<file path="config.mk">
export PLATFORM = sky130hd
export DESIGN_NAME = instr_loader
export DESIGN_NICKNAME = d
export VERILOG_FILES = /design/src/rtl/instr_loader.sv
export SDC_FILE = /design/constraint.sdc
export NUM_CORES = 1
export LEC_CHECK = 0
export BUFFER_PORTS_ARGS = -buffer_cell sky130_fd_sc_hd__buf_2
export CAP_MARGIN = 20
export CORE_MARGIN = 4
export CORE_UTILIZATION = 55
export CTS_CLUSTER_SIZE = 30
export DETAILED_ROUTE_END_ITERATION = 8
export PLACE_DENSITY = 0.77
export SETUP_SLACK_MARGIN = 0.3
export SLEW_MARGIN = 30
export SYNTH_ARGS = -nofsm -noshare
export SYNTH_HDL_FRONTEND = slang
export SYNTH_SLANG_ARGS = --single-unit
</file>
<file path="constraint.sdc">
create_clock -name clk_i -period 5.2 [get_ports clk_i]
set_clock_uncertainty 0.2 [all_clocks]
set_input_delay 1.04 -clock clk_i [delete_from_list [all_inputs] [get_ports clk_i]]
set_output_delay 1.04 -clock clk_i [all_outputs]
set_load 0.02 [all_outputs]
</file>
<file path="src/rtl/instr_loader.sv">
// Byte-stream program loader: packs four bytes MSB-first into 32-bit words and
// issues one write per word to the instruction memory until last byte or capacity.
module instr_loader #(
    parameter int DEPTH = 32,
    parameter int CNT_W = 6
) (
    input  logic             clk_i,
    input  logic             rst_i,
    input  logic             start_i,
    input  logic             byte_valid_i,
    input  logic [7:0]       byte_i,
    input  logic             byte_last_i,
    output logic             byte_ready_o,
    output logic             wr_en_o,
    output logic [31:0]      wr_addr_o,
    output logic [31:0]      wr_data_o,
    output logic [CNT_W-1:0] word_count_o,
    output logic             busy_o,
    output logic             done_o
);

    typedef enum logic [1:0] {
        IDLE = 2'd0,
        LOAD = 2'd1,
        DONE = 2'd2
    } state_t;

    state_t      state_q;
    state_t      state_d;
    logic [1:0]  byte_cnt_q;
    logic [31:0] shift_q;
    logic [31:0] packed_word;
    logic        accept;
    logic        word_end;
    logic        final_word;
    logic        restart;

    // Drops byte k into its MSB-first lane; untouched lanes stay zero, which
    // gives the zero padding of a short final word for free.
    function automatic logic [31:0] place_byte(input logic [31:0] acc,
                                               input logic [7:0]  b,
                                               input logic [1:0]  k);
        logic [31:0] r;
        r = acc;
        case (k)
            2'd0:    r[31:24] = b;
            2'd1:    r[23:16] = b;
            2'd2:    r[15:8]  = b;
            default: r[7:0]   = b;
        endcase
        return r;
    endfunction

    assign accept      = (state_q == LOAD) && byte_valid_i;
    assign word_end    = accept && ((byte_cnt_q == 2'd3) || byte_last_i);
    assign final_word  = word_end && (byte_last_i || (word_count_o == CNT_W'(DEPTH - 1)));
    assign restart     = (state_q != LOAD) && start_i;
    assign packed_word = place_byte(shift_q, byte_i, byte_cnt_q);

    always_ff @(posedge clk_i) begin
        if (rst_i) begin
            state_q <= IDLE;
        end else begin
            state_q <= state_d;
        end
    end

    always_comb begin
        state_d      = state_q;
        byte_ready_o = 1'b0;
        busy_o       = 1'b0;
        done_o       = 1'b0;
        case (state_q)
            IDLE: begin
                if (start_i) state_d = LOAD;
            end
            LOAD: begin
                byte_ready_o = 1'b1;
                busy_o       = 1'b1;
                if (final_word) state_d = DONE;
            end
            DONE: begin
                done_o = 1'b1;
                if (start_i) state_d = LOAD;
            end
            default: state_d = IDLE;
        endcase
    end

    // Packing datapath and registered write port
    always_ff @(posedge clk_i) begin
        if (rst_i) begin
            byte_cnt_q   <= 2'd0;
            shift_q      <= 32'd0;
            word_count_o <= '0;
            wr_en_o      <= 1'b0;
            wr_addr_o    <= 32'd0;
            wr_data_o    <= 32'd0;
        end else begin
            wr_en_o <= 1'b0;
            if (restart) begin
                byte_cnt_q   <= 2'd0;
                shift_q      <= 32'd0;
                word_count_o <= '0;
            end else if (word_end) begin
                wr_en_o      <= 1'b1;
                wr_data_o    <= packed_word;
                wr_addr_o    <= {{(30 - CNT_W){1'b0}}, word_count_o, 2'b00};
                word_count_o <= word_count_o + 1'b1;
                byte_cnt_q   <= 2'd0;
                shift_q      <= 32'd0;
            end else if (accept) begin
                shift_q    <= packed_word;
                byte_cnt_q <= byte_cnt_q + 2'd1;
            end
        end
    end

endmodule

</file>
==> flow_summary.yaml <==
synth:
  synth_enable_flop_cells: 0
  synth_area_um2: 3750
  postSynthRegisterBits: 81
  synth.yosys.seq_area_share_pct: 43.2
  synth_top_family_by_area: "compound AO/OA/AOI/OAI gates"
  synthesis.instances: 396
  synth_simple_gate_area_share_pct: 12.6
  syn_avg_cell_area_um2: 9.47
  synth_fa_ha_area_share_pct: 1.67
  synth_cell_types: 40
  synth.top_cell.area_share_pct: 43.2
  synth_area_leaders: "dfxtp_1 43%, mux2i_1 8.8%, buf_4 6.8%"
  synth_area_leader_cell: "dfxtp_1"
  ys_warns: 0
  ys_dominant_reg_cell: "dfxtp_1"
  synth-async-reset-ratio_pct: 0
  post_synth_xor_area_fraction_pct: 0.234
  synth_compound_gate_area_share_pct: 21.8
  synth_mux_area_share_pct: 8.81
power:
  cellLeakagePower_uw: 0.00156
  peak_vdd_ir_v: 0.000160
  power.density_cell_area_nw_per_um2: 311
placed_design:
  dp_slack_ns: 2.32
  detailedPlacementHpwl_mm: 5.42
  gp_congestion: 0.824
  placed_cells_incl_taps: 501
  port_buffers: 60
grt:
  antenna_violations_before_repair: 0
  grt_start_max_net_pins: 43
  groute.usage.overall_pct: 20.5
  first_global_vias: 2781
  grt.overflow.total: 0
  first_pass_grt_wire_length_mm: 13.9
cts:
  postCtsResizedCells: 0
  hold_buffer_count_at_cts: 0
  clock_path_buffers: 2
  cts_made_buffers: 9
  clk_root_buffer_cell: "clkbuf_8"
  insertion_delay_ns: 0.35
  cts_tree: "built"
  cts_num_sinks: 81
  cts.htree.levels: 3
  clkSlewWorstSetupHoldPaths_ns: 0.08
  cts_setup_buffers: 0
finish:
  antenna_cells_inserted: 0
  multi_input_comb_area_um2: 1790
  final_layout_size_suffix_gt1_share_pct: 23.7
  synthToLayoutAreaGrowth_pct: 8.38
  post_layout_instance_count_excluding_filler_cells: 516
  design.final.nets: 454
  fillers: 582
  final-seq-area_um2: 1620
floorplan:
  start_util_pct: 57.7
  design.core.area_um2: 6490
  io_pins: 87
  die_width_um: 90.6
  fp.dieArea_um2: 8200
  chipHeight_um: 90.6
  rows: 29
critical_path:
  cp-startpoint: "state_q[0]"
  start_kind: "register"
  worst-endpoint-arrival_ns: 1.61
  critical_path.reg2reg.startpoint: "byte_cnt_q[0]"
  ff2ff_setup_slack_ns: 2.89
  worstSetupEndpointType: "output pin"
  worstPathRequired_ns: 3.96
  critical_path_class: "reg2out"
  crit_path_max_fanout: 12
flow_run:
  max_cap_viol_count: 0
min_path:
  worst_hold_startpoint: "shift_q[29]"
  min-delay-path-class: "reg2reg"
sta:
  number_of_slew_limit_violations_in_the_final_report: 0
  finalHoldViolations: 0
  worst_slew_margin_rel_pct: 44.6
  timing.fmax_mhz: 350
  timing.final.setup_violations: 0
  setup_tns_ns: 0
  postLayoutSetupSlackWorst_ns: 2.35
  fin_worst_hold_slack_ns: 0.259
  min_period_over_period_pct: 54.9
  setup_repair_after_global_routing_missed_its_margin: "no"
  final_period_minus_worst_setup_slack_ns: 2.85
  max_slew.worst_pin.slew_ns: 0.831
drt:
  vias_per_inst: 5.70
  detail_route.first_pass.iterations: 4
  detail_route.wl_per_cell_um: 16.2
  number_of_violations_reported_at_the_end_of_detailed_routing_iteration_0: 167
  drt_drc_violations_left: 0
  wl_mm: 8.34
  drt.antenna.violating_nets: 0
  vias: 2939
status:
  run_status: "finished clean"
[final timing paths]
check,to,cells after the start
worst max-delay path,byte_ready_o,3
worst max register to register,shift_q[20],5
worst min register to register,shift_q[29],2
worst min-delay path,shift_q[29],2
[cell families (layout without fill, tap and decap cells)]
group / after synthesis / count (layout)
AOI/OAI and AO/OA: 119 / 119
xor gates and xnor gates: 1 / 1
adders and majority gates: 5 / 5
buffers and inverters: 66 / 84
DFF: 81 / 81
muxes: 33 / 33
other: 1 / 26
and+or+nand+nor: 90 / 90
[stage by stage]
stage	total power [uW]	instance area, um2	utilization (%)
final	1270	4060	62.6
after floorplan	781	3840	-
after global placement	795	3850	59.3
after global routing	1320	4060	62.6
after detailed placement	798	3850	59.3
after CTS	1270	4050	62.3
[power breakdown]
part           internal, uW  switching (uW)  total (uW)  leakage (uW)
logic                  38.7             104         142      0.000798
registers               634            9.98         644      0.000655
clock network           264             215         479      0.000102
total                   936             329        1270       0.00156
[sequential cells by signal, summed over array words and instances (netlist names)]
signal and flops:
byte_cnt_q 2, shift_q 32, wr_addr_o 6, word_count_o 6, state_q 2, wr_en_o 1
wr_data_o 32
[synth_stat cells, types with 2 or more instances]
cell type,count
o31ai_1,3
nand4b_1,4
buf_6,6
inv_1,6
buf_1,2
mux2i_1,33
ha_1,5
a21oi_1,49
o21ai_0,9
a21oi_2,19
buf_2,10
or4_1,3
and4b_1,4
nor2_1,2
and2_1,8
a211oi_1,32
nand3_1,8
buf_4,34
clkbuf_1,7
dfxtp_1,81
nand2_1,52
[critical path, cell delays in order, from the launching register on]
cell	delay [ns]
dfxtp_1	0.59
or2b_2	0.40
clkinv_2	0.11
buf_2	0.17
[final cells by class]
type / instances / area share, %
repair buffers: 63 / 8.13
clock buffers: 10 / 3.14
multi-input cells: 274 / 44.1
well taps: 77 / 2.37
clock inverters: 4 / 1.72
flip-flops and latches: 81 / 39.9
inverters: 7 / 0.677
[layer usage]
layer  vias to the layer above  track usage, %  share of wire (%)
li1                       1432               -                  -
met1                      1400            27.1                 44
met2                        98            32.6                 48
met3                         9            4.75                6.6
met4                         0            7.53                1.3
met5                         -               0                  0
[cell usage in the layout (no fill, tap or decap), types with 2 or more instances in the layout]
master / count
and4b_1: 4
mux2i_1: 33
and2_1: 8
clkbuf_8: 9
ha_1: 5
nor2_2: 2
clkinv_2: 3
or4_1: 3
nand3_1: 8
buf_4: 2
inv_1: 6
a211oi_1: 32
dfxtp_1: 81
a21oi_1: 49
bufinv_16: 2
nand2_1: 52
o21ai_0: 9
buf_2: 60
o31ai_1: 3
a21oi_2: 19
nand4b_1: 4
conb_1: 26
Note: power is estimated with default switching activity, not from simulation.
